**src/rtl/sprite_attr_regs.sv**
```systemverilog
// Double-buffered sprite attribute registers on an Avalon-MM slave.
// Pending descriptors are committed to the active sprite outputs at the start of vertical blank.
module sprite_attr_regs #(
    parameter int VBLANK_LINE = 480,
    parameter int FRAME_LINES = 525
) (
    input  logic        clk,
    input  logic        reset,
    input  logic        chipselect,
    input  logic        write,
    input  logic        read,
    input  logic [2:0]  address,
    input  logic [31:0] writedata,
    output logic [31:0] readdata,
    input  logic [9:0]  VGA_VCOUNT,
    output logic [31:0] sprite1,
    output logic [31:0] sprite2,
    output logic [31:0] sprite3,
    output logic        irq
);

    localparam logic [2:0] ADDR_CTRL    = 3'd3;
    localparam logic [2:0] ADDR_STATUS  = 3'd4;
    localparam logic [9:0] VBL_LINE     = 10'(VBLANK_LINE);
    // A blank line configured outside the frame can never be reached, so it never commits.
    localparam bit         VBL_IN_FRAME = (VBLANK_LINE < FRAME_LINES);

    logic [31:0] pend [3];
    logic [31:0] act  [3];
    logic        arm;
    logic        irq_en;
    logic        vbf;
    logic [15:0] frame_cnt;
    logic [9:0]  vprev;
    logic        edge_ok;
    logic        wr_en;
    logic        rd_en;
    logic        vbl_start;
    logic        commit;
    logic [31:0] rd_mux;

    assign wr_en = chipselect & write;
    assign rd_en = chipselect & read;

    // edge_ok keeps the first cycle after reset release from seeing a false line-480 entry.
    assign vbl_start = VBL_IN_FRAME && edge_ok &&
                       (VGA_VCOUNT == VBL_LINE) && (vprev != VBL_LINE);
    assign commit    = vbl_start & arm;

    // NOTE: sequential state uses non-blocking assignments so every register samples pre-edge values.
    always_ff @(posedge clk or negedge reset) begin
        if (!reset) begin
            vprev   <= '0;
            edge_ok <= 1'b0;
        end else begin
            vprev   <= VGA_VCOUNT;
            edge_ok <= 1'b1;
        end
    end

    // NOTE: the descriptor arrays are only six words of flops, so they are reset like any other register.
    always_ff @(posedge clk or negedge reset) begin
        if (!reset) begin
            for (int i = 0; i < 3; i++) begin
                pend[i] <= '0;
                act[i]  <= '0;
            end
        end else begin
            for (int i = 0; i < 3; i++) begin
                if (wr_en && address == 3'(i)) begin
                    pend[i] <= writedata;
                end
                if (commit) begin
                    act[i] <= pend[i];
                end
            end
        end
    end

    // A CTRL write outranks the commit-clear, so ARM set during the blank-start cycle survives.
    always_ff @(posedge clk or negedge reset) begin
        if (!reset) begin
            arm       <= 1'b0;
            irq_en    <= 1'b0;
            vbf       <= 1'b0;
            frame_cnt <= '0;
        end else begin
            if (wr_en && address == ADDR_CTRL) begin
                arm    <= writedata[0];
                irq_en <= writedata[1];
            end else if (vbl_start) begin
                arm    <= 1'b0;
            end

            if (vbl_start) begin
                vbf       <= 1'b1;
                frame_cnt <= frame_cnt + 16'd1;
            end else if (wr_en && address == ADDR_STATUS && writedata[1]) begin
                vbf       <= 1'b0;
            end
        end
    end

    // NOTE: rd_mux gets a default before the case so no path leaves it unassigned and infers a latch.
    always_comb begin
        rd_mux = '0;
        case (address)
            3'd0: rd_mux = pend[0];
            3'd1: rd_mux = pend[1];
            3'd2: rd_mux = pend[2];
            3'd3: rd_mux = {30'd0, irq_en, arm};
            3'd4: rd_mux = {frame_cnt, 14'd0, vbf, arm};
            3'd5: rd_mux = act[0];
            3'd6: rd_mux = act[1];
            3'd7: rd_mux = act[2];
        endcase
    end

    always_ff @(posedge clk or negedge reset) begin
        if (!reset) begin
            readdata <= '0;
        end else if (rd_en) begin
            readdata <= rd_mux;
        end
    end

    assign sprite1 = act[0];
    assign sprite2 = act[1];
    assign sprite3 = act[2];
    assign irq     = vbf & irq_en;

endmodule

```
**config.mk**
```make
export PLATFORM = sky130hd
export DESIGN_NAME = sprite_attr_regs
export DESIGN_NICKNAME = d
export VERILOG_FILES = /design/src/rtl/sprite_attr_regs.sv
export SDC_FILE = /design/constraint.sdc
export NUM_CORES = 1
export LEC_CHECK = 0
export ABC_AREA = 0
export CAP_MARGIN = 0
export CORE_MARGIN = 2
export CORE_UTILIZATION = 35
export DETAILED_ROUTE_END_ITERATION = 6
export SLEW_MARGIN = 10
export SYNTH_ARGS = -nofsm -noshare
export SYNTH_HDL_FRONTEND = slang
export SYNTH_SLANG_ARGS = --single-unit
```
**constraint.sdc**
```tcl
create_clock -name clk -period 4.57 [get_ports clk]
set_input_delay 0.6855 -clock clk [delete_from_list [all_inputs] [get_ports clk]]
set_output_delay 0.6855 -clock clk [all_outputs]
set_load 0.05 [all_outputs]
```
# [Word-level counts from Yosys, hierarchy flattened]
# Cells that the tools add are included.
[totals] register_bits=254
[op_classes] n_addsub=1 eq_ne=9 mux=5 bitwise_logic=4 n_reduce_logical=11
[op_table] operator="32-bit case mux with 8 select lines" count=1
[op_table] operator="16-bit by 1-bit adder with 16-bit output (second input constant)" count=1
[op_table] operator="3-bit == test (second input constant)" count=4
[op_table] operator="10-bit by 9-bit == test with 1-bit output (second input constant)" count=1
[op_table] operator="10-bit by 9-bit != test with 1-bit output (second input constant)" count=1
[op_table] operator="1-bit logical AND" count=8
[op_table] operator="3-bit by 2-bit == test with 1-bit output (second input constant)" count=2
[op_table] operator="1-bit bitwise AND" count=4
[op_table] operator="1-bit 2-to-1 mux" count=4
[op_table] operator="2-bit nonzero test" count=2
[op_table] operator="3-bit by 1-bit == test with 1-bit output (second input constant)" count=1
[op_table] operator="3-bit logical NOT" count=1

# [Logic depth before layout (Yosys ltp)]
[depth] ltp_word=5 ltp_mapped=8

# [Worst setup path after synthesis]
# Ideal clock, no wire load.
[synth_timing] path_kind="input to register" start="in VGA_VCOUNT[0]" end="reg act (netlist bit sprite1[0])" arrival_ns=2.112 t_required_ns=4.442 setup_slack_ns=2.330 cell_stages=6 path_cell_list="nor4b_2 nand4_2 nor4_4 buf_4 buf_4 mux2_1"
[synth_between] elab_chain_len=4
[synth_rtl] item="from (decl)" line_no="15" source="input logic [9:0] VGA_VCOUNT,"
[synth_rtl] item="10-bit by 9-bit == test with 1-bit output" line_no="47" source="(VGA_VCOUNT == VBL_LINE) && (vprev != VBL_LINE);"
[synth_rtl] item="1-bit logical AND" line_no="46" source="assign vbl_start = VBL_IN_FRAME && edge_ok &&"
[synth_rtl] item="1-bit logical AND" line_no="47"
[synth_rtl] item="1-bit bitwise AND" line_no="48" source="assign commit = vbl_start & arm;"
[synth_rtl] item="to (signal, indexed assignment)" line_no="74" source="act[i] <= pend[i];"
[synth_rtl] item="to (decl)" line_no="29" source="logic [31:0] act [3];"
# Every way passes these cells.
# A chain may end at the register's enable or synchronous reset.

# [Worst setup path after layout]
[layout_timing] start="reg irq_en" end="out irq"
[layout_between] elab_chain_len=1
[layout_rtl] item="from (decl)" line_no="31" source="logic irq_en;"
[layout_rtl] item="from (signal assigned)" line_no="90" source="irq_en <= writedata[1];"
[layout_rtl] item="1-bit bitwise AND" line_no="130" source="assign irq = vbf & irq_en;"
[layout_rtl] item="to (decl)" line_no="19" source="output logic irq"
# Every way passes these cells.

==> results.yml <==
floorplan:
  die_area_sq_um: 33400
  die_h_microns: 183
  rows: 65
  coreArea_sq_um: 31500
  start_util_pct: 35.5
  boundaryPins: 179
  floorplan.die.width_microns: 183
global_routing:
  antenna_found_initial: 1
  grt_pass1_wl_mm: 48.8
  grt_max_degree: 111
  grt_pass1_vias: 8165
  track_usage_pct: 18.9
  overflow: 0
sta:
  fin_setup_tns_ns: 0
  min_period_ns: 2.58
  slew_violations: 0
  fmax_ghz: 0.387
  rsz0062_at_grt: "no"
  setup_violations: 0
  setup_ws_ns: 1.99
  finClkSkew_ns: 0.00982
  finalHoldWorstSlack_ns: 0.173
  finalCritPeriodShare_pct: 56.5
  slew_headroom_pct: 32.0
  tightest_slew_ns: 1.02
  hold_viol: 0
finish:
  antennaDiodeCount: 0
  nets: 1080
  drive_above_1_share_pct: 23.3
  area_growth_pct: 28.1
  final_util_pct: 45.5
  fin_cells: 1450
  fillers: 2917
  finalInstanceArea_sq_um: 14300
synth:
  synth-seq-cells: 254
  ys_async_sr_fraction_pct: 100
  syn_avg_cell_area_sq_um: 13.1
  yosys_warnings: 0
  yosys-top-cells-area: "dfrtp_1 57%, mux2_2 17%, mux2_1 4.2%, mux2i_1 3.4%, o21ai_0 1.9%"
  synth_top_area_share_pct: 56.9
  synth_area_leader_cell: "dfrtp_1"
  synth.distinct_cells: 48
  synth_ff_type: "dfrtp_1"
  netlist_area_sq_um: 11200
  syn_nets: 907
  ys_seq_area_share_pct: 56.9
  syn_inst: 856
  synth_enable_flop_cells: 0
routing:
  drt-initial-drc-count: 349
  avgViaCountPerCell: 5.26
  vias: 7627
  wl_per_cell_microns: 21.5
  drt_wl_total_mm: 31.2
  drc_errors: 0
  drtPass1Iterations: 4
  ant_nets: 0
critical_path:
  required_ns: 3.88
  r2r-end: "sprite3[13]"
  crit_end: "irq"
  r2r_start: "vprev[6]"
  worst_setup_path_start_kind: "flop"
  critPathCaptureType: "primary output"
  cp_num_buf_inv: 1
  cp.arrival_ns: 1.90
  critPathLaunch: "irq_en"
  cp_cell_sequence: "and2_1, clkdlybuf4s50_1"
  cpPeakStageDelay_ns: 0.82
  critPathMaxFanout: 3
  path_delay_family: "buffers and inverters"
  cpMaxStageDelayCell: "clkdlybuf4s50_1"
  crit_cells: 2
  reg2reg_setup_slack_ns: 2.44
  timing.reg2reg.worst_path_depth: 5
  path_class: "flop to primary output"
status:
  outcome: "completed"
pwr:
  leakage_nw: 6.41
  peakVddDrop_uv: 334
  pwr_density_cell_nw_per_um2: 404
  finalPower_mw: 5.78
clock_network:
  cts.path.max_buffers: 3
  clk_pin_slew_ns: 0.06
  ctsHoldBuffers: 0
  cts_resized: 0
  clkSinkCount: 254
  clk_latency_ns: 0.54
  cts_root_buf: "clkbuf_16"
  post_cts_buffers: 0
  cts_buffers: 29
  ctsHtreeMaxLevel: 1
  cts_tree: "yes"
place:
  io_buffers: 178
  dp_cells: 1400
  place_ws_ns: 1.46
  globalplace.congestion: 0.786
  place_area_sq_um: 13400
  hpwl_mm: 20.2
hold_path:
  hold_path_class: "primary input to async pin"
flow_run:
  maxCapViolCount: 0
-- worst register-to-register path: stages, from the launching register on --
cell and delay [ns]:
dfrtp_1 0.36, nand4b_1 0.10, and4bb_2 0.31, nor4_4 0.35, buf_12 0.36, mux2_2 0.52
-- Yosys cell counts (all sizes together) (4+ instances only) --
master,count
dfrtp,254
and2,5
xnor2,11
a22o,5
clkbuf,23
a211oi,20
xor2,4
buf,31
a21o,15
mux2,211
nand4,6
nor2,45
nor4,6
o21ai,43
nand2,40
a221oi,20
mux2i,38
a21oi,26
o2bb2ai,5
inv,8
-- placed cells by master, fill, tap and decap left out, drive strengths merged, types with 9 or more instances in the layout --
cell	instances
a211oi	20
a21o	15
mux2	211
clkbuf	42
mux2i	38
inv	9
a221oi	20
xnor2	11
nand2	40
nor2	45
a21oi	26
buf	22
dfrtp	254
clkdlybuf4s50	174
o21ai	43
-- cells by family after synthesis --
| family | after synthesis | share of synthesized area [%] |
|---|---|---|
| flops | 254 | 56.9 |
| buf+inv | 63 | 2.56 |
| fa+ha+maj | 1 | 0.112 |
| other cells | 1 | 0.0335 |
| simple gates | 123 | 5.62 |
| compound gates | 150 | 8.98 |
| xor+xnor | 15 | 1.18 |
| mux | 249 | 24.7 |
-- worst min-delay path by stage --
stage,start,to,depth (start not counted)
2_1_floorplan,reset,arm,0
3_3_place_gp,frame_cnt[15],frame_cnt[15],1
3_5_place_dp,frame_cnt[15],frame_cnt[15],1
4_1_cts,reset,pend[5],1
5_1_grt,reset,sprite3[6],1
6_report,reset,sprite3[6],1
-- area by class of cell --
cell class / instances / area, sq um / share of cell area (%)
Clock buffer: 42 / 835 / 5.83
Clock inverter: 8 / 96.3 / 0.673
Inverter: 9 / 33.8 / 0.236
Multi-Input combinational cell: 539 / 4560 / 31.9
Sequential cell: 254 / 6360 / 44.4
Tap cell: 402 / 503 / 3.51
Timing Repair Buffer: 196 / 1930 / 13.5
-- flip-flops by register name, indices dropped and copies added (netlist names) --
register   cells
readdata      32
edge_ok        1
sprite2       32
vprev         10
arm            1
sprite3       32
frame_cnt     16
vbf            1
sprite1       32
pend          96
irq_en         1
-- metal layers --
metal,wire length (microns),vias to the layer above,GRT usage (%)
met4,672,2,4.81
met5,13,-,0
met3,1600,46,3.59
li1,-,3462,-
met1,13700,3926,24.5
met2,15200,191,32.3
-- power by group --
group	switching (mW)	internal (mW)	total (mW)
combinational	0.447	0.371	0.817
clock	0.910	1.37	2.28
sequential	0.185	2.51	2.69
total	1.54	4.24	5.78
(Power assumes the default switching activity.)
